==> src/rtl/pc_pkg.sv <==
// pc_pkg: shared types, default parameters and the power-on offset table for the PC sequencer.
package pc_pkg;
    localparam int PC_W        = 12;
    localparam int SEL_W       = 4;
    localparam int STACK_DEPTH = 4;
    localparam int START_PC    = 0;

    typedef enum logic [1:0] {IDLE, RUN, HALT} pc_state_t;

    // Signed offsets; callers truncate to their own PC width
    function automatic int lut_default(input int idx);
        case (idx)
            0:       return -5;
            1:       return 20;
            2:       return -1;
            13:      return -130;
            14:      return 13;
            15:      return -120;
            default: return 0;
        endcase
    endfunction
endpackage

==> src/rtl/pc_sequencer_lut.sv <==
// pc_offset_lut: 2**L x D offset register file, reset to the package defaults, one write and one comb read port.
module pc_offset_lut
    import pc_pkg::*;
#(
    parameter int D = PC_W,
    parameter int L = SEL_W
) (
    input  logic         Clk,
    input  logic         Reset_n,
    input  logic         we,
    input  logic [L-1:0] waddr,
    input  logic [D-1:0] wdata,
    input  logic [L-1:0] raddr,
    output logic [D-1:0] rdata
);
    logic [D-1:0] mem_q [2**L];
    logic [D-1:0] mem_d [2**L];

    always_comb begin
        mem_d = mem_q;
        if (we) mem_d[waddr] = wdata;
    end

    always_ff @(posedge Clk or negedge Reset_n) begin
        if (!Reset_n) begin
            for (int i = 0; i < 2**L; i++) mem_q[i] <= D'(lut_default(i));
        end else begin
            mem_q <= mem_d;
        end
    end

    assign rdata = mem_q[raddr];
endmodule

==> src/rtl/pc_sequencer.sv <==
// pc_sequencer: PC register with run/halt FSM, stall, relative branches and a bounded call/return stack.
module pc_sequencer
    import pc_pkg::*;
#(
    parameter int D      = PC_W,
    parameter int L      = SEL_W,
    parameter int SDEPTH = STACK_DEPTH,
    parameter int START  = START_PC
) (
    input  logic         Clk,
    input  logic         Reset_n,
    input  logic         start,
    input  logic         stall,
    input  logic         halt_req,
    input  logic         branch_taken,
    input  logic         call,
    input  logic         ret,
    input  logic         imm_or_lut,
    input  logic [L-1:0] pc_ctrl_input,
    input  logic         lut_we,
    input  logic [L-1:0] lut_waddr,
    input  logic [D-1:0] lut_wdata,
    output logic [D-1:0] pc,
    output logic         running,
    output logic         done,
    output logic         stack_err
);
    localparam int CW = $clog2(SDEPTH + 1);
    localparam int AW = (SDEPTH > 1) ? $clog2(SDEPTH) : 1;
    localparam logic [CW-1:0] FULL = CW'(SDEPTH);

    pc_state_t    state_q, state_d;
    logic [D-1:0] pc_q, pc_d;
    logic [D-1:0] stk_q [SDEPTH];
    logic [D-1:0] stk_d [SDEPTH];
    logic [CW-1:0] cnt_q, cnt_d;
    logic         err_q, err_d, running_q, running_d, done_q, done_d;
    logic [D-1:0] lut_off, offset, target, inc;
    logic [AW-1:0] top_idx, push_idx;

    pc_offset_lut #(.D(D), .L(L)) u_lut (
        .Clk    (Clk),
        .Reset_n(Reset_n),
        .we     (lut_we),
        .waddr  (lut_waddr),
        .wdata  (lut_wdata),
        .raddr  (pc_ctrl_input),
        .rdata  (lut_off)
    );

    assign offset   = imm_or_lut ? lut_off : {{(D-L){pc_ctrl_input[L-1]}}, pc_ctrl_input};
    assign target   = pc_q + offset;
    assign inc      = pc_q + D'(1);
    assign top_idx  = AW'(cnt_q - CW'(1));
    assign push_idx = AW'(cnt_q);

    // Stall freezes everything except the LUT, including a start request
    always_comb begin
        state_d = state_q;
        pc_d    = pc_q;
        cnt_d   = cnt_q;
        stk_d   = stk_q;
        err_d   = err_q;
        if (stall) begin
        end else if (state_q != RUN) begin
            if (start) begin
                state_d = RUN;
                pc_d    = D'(START);
                cnt_d   = '0;
                err_d   = 1'b0;
            end
        end else if (halt_req) begin
            state_d = HALT;
        end else if (ret) begin
            if (cnt_q == '0) begin
                err_d   = 1'b1;
                state_d = HALT;
            end else begin
                pc_d  = stk_q[top_idx];
                cnt_d = cnt_q - CW'(1);
            end
        end else if (branch_taken) begin
            if (call && cnt_q == FULL) begin
                err_d   = 1'b1;
                state_d = HALT;
            end else begin
                if (call) begin
                    stk_d[push_idx] = inc;
                    cnt_d           = cnt_q + CW'(1);
                end
                pc_d = target;
            end
        end else begin
            pc_d = inc;
        end
        running_d = state_d == RUN;
        done_d    = state_d == HALT;
    end

    always_ff @(posedge Clk or negedge Reset_n) begin
        if (!Reset_n) begin
            state_q   <= IDLE;
            pc_q      <= '0;
            cnt_q     <= '0;
            err_q     <= 1'b0;
            running_q <= 1'b0;
            done_q    <= 1'b0;
            for (int i = 0; i < SDEPTH; i++) stk_q[i] <= '0;
        end else begin
            state_q   <= state_d;
            pc_q      <= pc_d;
            cnt_q     <= cnt_d;
            stk_q     <= stk_d;
            err_q     <= err_d;
            running_q <= running_d;
            done_q    <= done_d;
        end
    end

    assign pc        = pc_q;
    assign running   = running_q;
    assign done      = done_q;
    assign stack_err = err_q;
endmodule
==> config.mk <==
export PLATFORM = sky130hd
export DESIGN_NAME = pc_sequencer
export DESIGN_NICKNAME = d
export VERILOG_FILES = /design/src/rtl/pc_pkg.sv /design/src/rtl/pc_sequencer_lut.sv /design/src/rtl/pc_sequencer.sv
export SDC_FILE = /design/constraint.sdc
export NUM_CORES = 1
export LEC_CHECK = 0
export BUFFER_PORTS_ARGS = -buffer_cell sky130_fd_sc_hd__buf_2
export CORE_ASPECT_RATIO = 0.75
export CORE_UTILIZATION = 59
export DETAILED_ROUTE_END_ITERATION = 12
export PLACE_DENSITY = 0.76
export SETUP_SLACK_MARGIN = 0.02
export SYNTH_ARGS = -nofsm -noshare
export SYNTH_HDL_FRONTEND = slang
export SYNTH_SLANG_ARGS = --single-unit
export TNS_END_PERCENT = 1
==> constraint.sdc <==
create_clock -name Clk -period 7.9 [get_ports Clk]
set_input_delay 1.185 -clock Clk [delete_from_list [all_inputs] [get_ports Clk]]
set_output_delay 1.185 -clock Clk [all_outputs]
set_load 0.02 [all_outputs]
# Yosys cells after proc, flatten, opt, wreduce, memory -nomap -nowiden
# Cells that the tools add are included.
[totals]
inputBits = 30
regBits = 260
elab_cells = 109
[classes]
mux = 43
bitwise = 9
magnitude_cmp = 6
add_sub_neg = 4
n_reduce_logical = 11
eq_ne = 10
[ops]
columns = ["operator", "n"]
rows = [
  ["bitwise mux 192 bit", 1],
  ["two-way mux 12 bit", 14],
  ["binary-select mux 12 bit (select 4 bit)", 1],
  ["bitwise mux 48 bit", 1],
  ["demux 12 bit (select 4 bit)", 1],
  ["binary-select mux 12 bit (select 2 bit)", 1],
  ["demux 12 bit (select 2 bit)", 1],
  ["two-way mux 3 bit", 8],
  ["two-way mux 2 bit", 8],
  ["AND reduction 7 bit", 2],
  ["adder 12 x 1 -> 12 bit, second input constant", 1],
  ["adder 12 bit", 1],
  [">= comparator 5 bit, second input constant", 2],
  ["inverter 4 -> 5 bit", 2],
  ["nonzero test 3 bit", 3],
  ["two-way mux 1 bit", 7],
  [">= comparator 3 bit, second input constant", 2],
  ["!= test 3 bit, second input constant", 2],
  ["inverter 2 -> 3 bit", 2],
  ["AND reduction 6 bit", 1],
  ["less-than comparator 5 x 1 -> 1 bit, second input constant", 1],
  ["inverter 1 bit", 5],
  ["AND reduction 5 bit", 1],
  ["!= test 2 x 1 -> 1 bit, second input constant", 2],
  ["11 further kinds", 13],
]

# Depth between registers and ports, before layout
[depth]
word_depth = 11
depth_mapped = 14

# Cells and area by module
# From an unflattened synthesis, not the netlist that was laid out.
[unflattened]
hier_cells = 960
hier_area_um2 = 12683.4
[modules_own_cells]
columns = ["mod", "n_inst", "seq_area_each_um2", "cells_each", "area_per_inst_um2"]
rows = [
  ["pc_offset_lut", 1, 4859.7, 543, 8732.1],
  ["pc_sequencer", 1, 1701.6, 417, 3951.3],
]

# Worst setup path after synthesis
# No wires, ideal clock.
[synth_timing]
path_type = "in2reg"
start = "input pc_ctrl_input[0]"
end = "register pc_q[8], in the netlist pc[8]"
arrival_time_ns = 4.461
t_required_ns = 7.778
slack_ns = 3.317
stages = 13
setup_ns = 0.122
cell_sequence = "buf_6 -> buf_12 -> mux4_1 -> mux4_2 -> mux2_4 -> ha_1 -> fa_1 -> a21o_1 -> a21boi_0 -> o31ai_1 -> xor2_1 -> a211o_1 -> a32o_1"
[synth_between]
elab_chain_len = 11
[synth_rtl]
columns = ["element", "line_no", "source"]
rows = [
  ["start: declaration", "pc_sequencer.sv:19", "input logic [L-1:0] pc_ctrl_input,"],
  ["inverter 4 -> 5 bit (not written as such)", "pc_sequencer_lut.sv:32", "assign rdata = mem_q[raddr];"],
  ["binary-select mux 12 bit (select 4 bit)", "pc_sequencer_lut.sv:32", ""],
  ["two-way mux 12 bit (not written as such) (2 in series)", "pc_sequencer_lut.sv:32", ""],
  ["two-way mux 12 bit (*)", "pc_sequencer.sv:51", "assign offset = imm_or_lut ? lut_off : {{(D-L){pc_ctrl_input[L-1]}}, pc_ctrl_input};"],
  ["adder 12 bit (*)", "pc_sequencer.sv:52", "assign target = pc_q + offset;"],
  ["two-way mux 12 bit (*)", "pc_sequencer.sv:83", "if (call && cnt_q == FULL) begin"],
  ["two-way mux 12 bit (*)", "pc_sequencer.sv:82", "end else if (branch_taken) begin"],
  ["two-way mux 12 bit (*)", "pc_sequencer.sv:74", "end else if (ret) begin"],
  ["two-way mux 12 bit (*)", "pc_sequencer.sv:72", "end else if (halt_req) begin"],
  ["two-way mux 12 bit (*)", "pc_sequencer.sv:65", "end else if (state_q != RUN) begin"],
  ["end signal: assignment", "pc_sequencer.sv:111", "pc_q <= pc_d;"],
  ["end: declaration", "pc_sequencer.sv:33", "logic [D-1:0] pc_q, pc_d;"],
]
# Mark *: on every way between the ends. The rest lies on a longest branch, timed or not. The select of a mux whose other input is x is not followed.
# A chain may end at the register's enable or synchronous reset.

# Final worst setup path
# Ends and elaborated chain as after synthesis.

==> key figures <==
Run status
  • Status: complete, no violations

Worst hold path
  • Hold-critical path depth: 2
  • Capture endpoint of the worst hold path: stk_q[36]$_DFFE_PN0P_
  • Worst Hold Launch: stk_q[36]$_DFFE_PN0P_
  • Hold/Removal Path Class: flop to flop

Clock network
  • Buffers inserted by post-CTS timing repair: 0
  • Number of hold-repair buffers added at the cts stage: 0
  • CTS tree: yes
  • CTS H-tree lvls: 1
  • Maximum buffer depth of the clock tree: 3
  • Cell at the root of the clock tree: sky130_fd_sc_hd__clkbuf_16
  • Resize count post-CTS: 0
  • Clock-pin slew on the worst setup and hold paths: 60 ps
  • Number of clock sinks: 260
  • Total CTS buffers: 26
  • Clock latency at the later pin of the worst-skew pair: 530 ps

Worst setup path
  • Worst reg2reg startpoint: u_lut.mem_q[120]$_DFFE_PN0P_
  • Kind of start point of the critical path: primary input
  • Reg2Reg Depth: 11
  • Signal arrival time at the worst endpoint: 5230 ps
  • Worst R2R End: pc[8]$_DFFE_PN0P_
  • Top fanout value on the critical path: 32
  • Cell repeated most along the worst path: sky130_fd_sc_hd__buf_4
  • Slowest CP cell: sky130_fd_sc_hd__mux4_1
  • CP peak stage delay: 670 ps
  • Setup CP Type: primary input to flop
  • Type of element capturing the critical path: flop
  • Required time of the critical path: 8320 ps
  • Reg-to-reg setup timing slack: 4140 ps
  • Cells traversed along the worst timing path: buf_4 -> buf_4 -> mux4_1 -> mux2_2 -> a21oi_1 -> a31oi_1 -> fa_1 -> a21o_1 -> a21boi_0 -> o31ai_1 -> xor2_1 -> a211o_1 -> a32o_1

Power
  • Static leakage: 5.998 nW
  • Worst ir drop on vdd: 0.2636 mV
  • Register share of total power: 0.442
  • Total power per unit cell area: 305.7 nW/um^2
  • Reported net switching power: 0.001267 W
  • Clock power share: 0.307
  • P_int: 0.003013 W
  • Switching part of the total power: 0.2961
  • Combinational cell fraction of total power: 0.251

Cells and area
  • Area overhead of the layout relative to synthesis: 10.24%
  • Utilization of the core after routing: 0.6628
  • Share of final-layout standard cells stronger than drive strength 1: 0.4252
  • Diodes inserted: 0
  • Net count, final: 1,004
  • Number of filler instances in the final layout: 1,524
  • Final cell count without fillers: 1,264

Drt
  • Via/cell ratio: 6.248
  • DRC errors left: 0
  • Number of violations reported at the end of detailed-routing iteration 0: 786
  • DRT Wirelength: 28,800 um
  • Routed wirelength normalized by instance count: 22.78 um
  • Total vias in the final route: 7,898
  • 1st-pass router iterations: 5
  • Number of nets still failing antenna checks after routing: 0

Timing
  • Final Critical Period: 4811 ps
  • Final Skew: 10.21 ps
  • Summed negative setup slack over all endpoints: 0 ps
  • Worst slew margin relative to its limit: 0.1903
  • Unrepaired setup endpoints after global routing: no
  • Fin. Hold Viols: 0
  • Max Fclk: 0.2078 GHz
  • Final-report setup violation count: 0
  • Transition time of the tightest slew-check pin: 1213 ps
  • Ratio of final minimum period to clock period: 0.6090
  • Worst hold slack: 476.5 ps
  • Final Max Slew Viols: 0
  • Final setup slack of the worst path: 3089 ps

Run
  • Number of max-capacitance violations reported: 0

Synthesis
  • Top_reg_cell synth: sky130_fd_sc_hd__dfrtp_1
  • Post-synth top area share: 0.4256
  • Warnings, synthesis: 0
  • Most area-hungry cell type in the Yosys netlist: sky130_fd_sc_hd__dfrtp_1
  • Count of flip-flops with a built-in enable after synthesis: 0
  • Area of the mapped netlist: 12,700 sq um
  • Proportion of synthesized chip area in sequential cells: 0.5166
  • Post-synthesis register bit count: 260
  • Avg Synthesized Cell Area: 13.45 sq um
  • Asr flop ratio synth: 1.000
  • Total nets after synthesis: 992
  • Synthesized netlist cell count: 944
  • Distinct cell type count after synthesis: 54
  • Area contributors post-synth: sky130_fd_sc_hd__dfrtp_1 (43%), sky130_fd_sc_hd__mux2_2 (18%), sky130_fd_sc_hd__mux4_2 (9.9%), sky130_fd_sc_hd__dfstp_2 (9.1%), sky130_fd_sc_hd__nand2_1 (2.0%)

Placement
  • HPWL Detailed: 17,720 um
  • Count of input and output buffers: 44
  • Worst setup timing slack at the placement stage: 2565 ps
  • Final Wtd Congestion: 0.7867
  • Number of placed instances, taps included: 1,216

Floorplan
  • Die Wd: 171.4 um
  • Starting density of the core: 0.6013
  • Die Y: 129.1 um
  • Placeable core area: 21,120 sq um
  • Rows: 46
  • Number of primary I/O pins: 45
  • Die Footprint: 22,120 sq um

GRT
  • GRT Util Overall: 0.2759
  • First-pass GRT wire length: 45,900 um
  • Overflow left after global routing: 0
  • Antenna violations before repair: 0
  • Via count of the first global-routing pass: 7,855
  • Maximum number of pins on one net before global-route repair: 118
==> registers in the layout, indices dropped and copies added (netlist names) <==
register and count:
pc 12, done 1, u_lut.mem_q 192, stk_q 48, running 1, state_q 2
cnt_q 3, stack_err 1
==> cell families after synthesis <==
family          count (synthesis)  synth area share
compound gates                137           0.06689
simple gates                  155           0.05704
xor+xnor                       17           0.01172
buf+inv                        76           0.02571
flops                         260            0.5166
fa+ha+maj                      18           0.01832
mux                           281            0.3037
==> cell type report <==
| type | instances | area (sq um) | area share |
|---|---|---|---|
| Inverter | 9 | 33.78 | 0.002413 |
| Clock buffer | 39 | 800.8 | 0.05719 |
| Tap cell | 288 | 360.3 | 0.02574 |
| Timing Repair Buffer | 51 | 285.3 | 0.02038 |
| Multi-Input combinational cell | 608 | 5836 | 0.4168 |
| Clock inverter | 9 | 123.9 | 0.008847 |
| Sequential cell | 260 | 6561 | 0.4686 |
==> metal layers <==
| metal | vias up | wire length (um) | global-route usage |
|---|---|---|---|
| met1 | 4104 | 14130 | 0.4446 |
| met4 | 0 | 464 | 0.06092 |
| met5 | - | 0 | 0 |
| li1 | 3515 | - | - |
| met2 | 236 | 12430 | 0.3901 |
| met3 | 43 | 1776 | 0.04918 |
==> power by group through the flow <==
stage,sequential (W),clock (W),combinational [W]
finish,0.00189,0.00132,0.00107
CTS,0.00189,0.00134,0.00107
floorplan,0.00186,0,0.000812
detailed placement,0.00191,0,0.00107
global route,0.00194,0.00139,0.00118
global placement,0.00190,0,0.00104
==> cells in the mapped netlist, types with 9 or more instances <==
master,n
sky130_fd_sc_hd__nand2b_1,15
sky130_fd_sc_hd__o21ai_0,50
sky130_fd_sc_hd__dfstp_2,44
sky130_fd_sc_hd__inv_1,9
sky130_fd_sc_hd__mux2_2,206
sky130_fd_sc_hd__xnor2_1,10
sky130_fd_sc_hd__mux2i_1,13
sky130_fd_sc_hd__nor2_1,33
sky130_fd_sc_hd__ha_1,17
sky130_fd_sc_hd__dfrtp_1,216
sky130_fd_sc_hd__mux4_2,56
sky130_fd_sc_hd__a21oi_1,37
sky130_fd_sc_hd__nand2_1,69
sky130_fd_sc_hd__clkbuf_1,50
==> metrics by stage <==
step,power [W],cell area [sq um]
floorplan,0.002670,12700
global placement,0.002936,13080
detailed placement,0.002976,13080
CTS,0.004299,14000
global route,0.004510,14000
finish,0.004280,14000
==> cells in the final DEF (no fill, tap or decap), types with 3 or more instances in the layout <==
cell,count
sky130_fd_sc_hd__buf_2,42
sky130_fd_sc_hd__or3_1,3
sky130_fd_sc_hd__and4_1,4
sky130_fd_sc_hd__nand3_1,6
sky130_fd_sc_hd__dfstp_2,44
sky130_fd_sc_hd__nor3_1,8
sky130_fd_sc_hd__mux4_2,56
sky130_fd_sc_hd__a2111oi_0,3
sky130_fd_sc_hd__a211oi_1,3
sky130_fd_sc_hd__o41ai_1,3
sky130_fd_sc_hd__dfrtp_1,216
sky130_fd_sc_hd__mux2i_1,13
sky130_fd_sc_hd__a21o_1,4
sky130_fd_sc_hd__clkbuf_8,8
sky130_fd_sc_hd__o31ai_1,7
sky130_fd_sc_hd__mux4_1,5
sky130_fd_sc_hd__nor2_1,24
sky130_fd_sc_hd__nand3b_1,3
sky130_fd_sc_hd__nand2b_1,15
sky130_fd_sc_hd__a22o_1,5
sky130_fd_sc_hd__bufinv_16,3
sky130_fd_sc_hd__inv_1,9
sky130_fd_sc_hd__a211o_1,3
sky130_fd_sc_hd__xnor2_1,10
sky130_fd_sc_hd__o21ai_0,50
sky130_fd_sc_hd__a32o_1,4
sky130_fd_sc_hd__clkbuf_16,27
sky130_fd_sc_hd__nor2b_1,5
sky130_fd_sc_hd__mux2_2,206
sky130_fd_sc_hd__nand2_1,69
sky130_fd_sc_hd__xor2_1,7
sky130_fd_sc_hd__a31oi_1,6
sky130_fd_sc_hd__a21oi_1,37
sky130_fd_sc_hd__ha_1,17
sky130_fd_sc_hd__clkinv_2,5
sky130_fd_sc_hd__clkbuf_1,4
sky130_fd_sc_hd__nor2_2,9
sky130_fd_sc_hd__buf_4,8
==> critical path, delay by kind of cell <==
kind            cells  cell delay [ps]
buf+inv             2              950
fa+ha+maj           1              470
xor+xnor            1              170
compound gates      7             1490
mux                 2              950
==> worst max path at each step <==
stage,startpoint,end,slack (ps),cells after the start
after floorplan,pc_ctrl_input[0],pc[8]$_DFFE_PN0P_,3320,13
after detailed placement,pc_ctrl_input[0],pc[8]$_DFFE_PN0P_,2570,13
after global routing,pc_ctrl_input[0],pc[8]$_DFFE_PN0P_,2820,13
after global placement,pc_ctrl_input[0],pc[8]$_DFFE_PN0P_,2630,13
after CTS,pc_ctrl_input[0],pc[8]$_DFFE_PN0P_,3070,13
final,pc_ctrl_input[0],pc[8]$_DFFE_PN0P_,3090,13
Power figures use the tool's default switching activity.
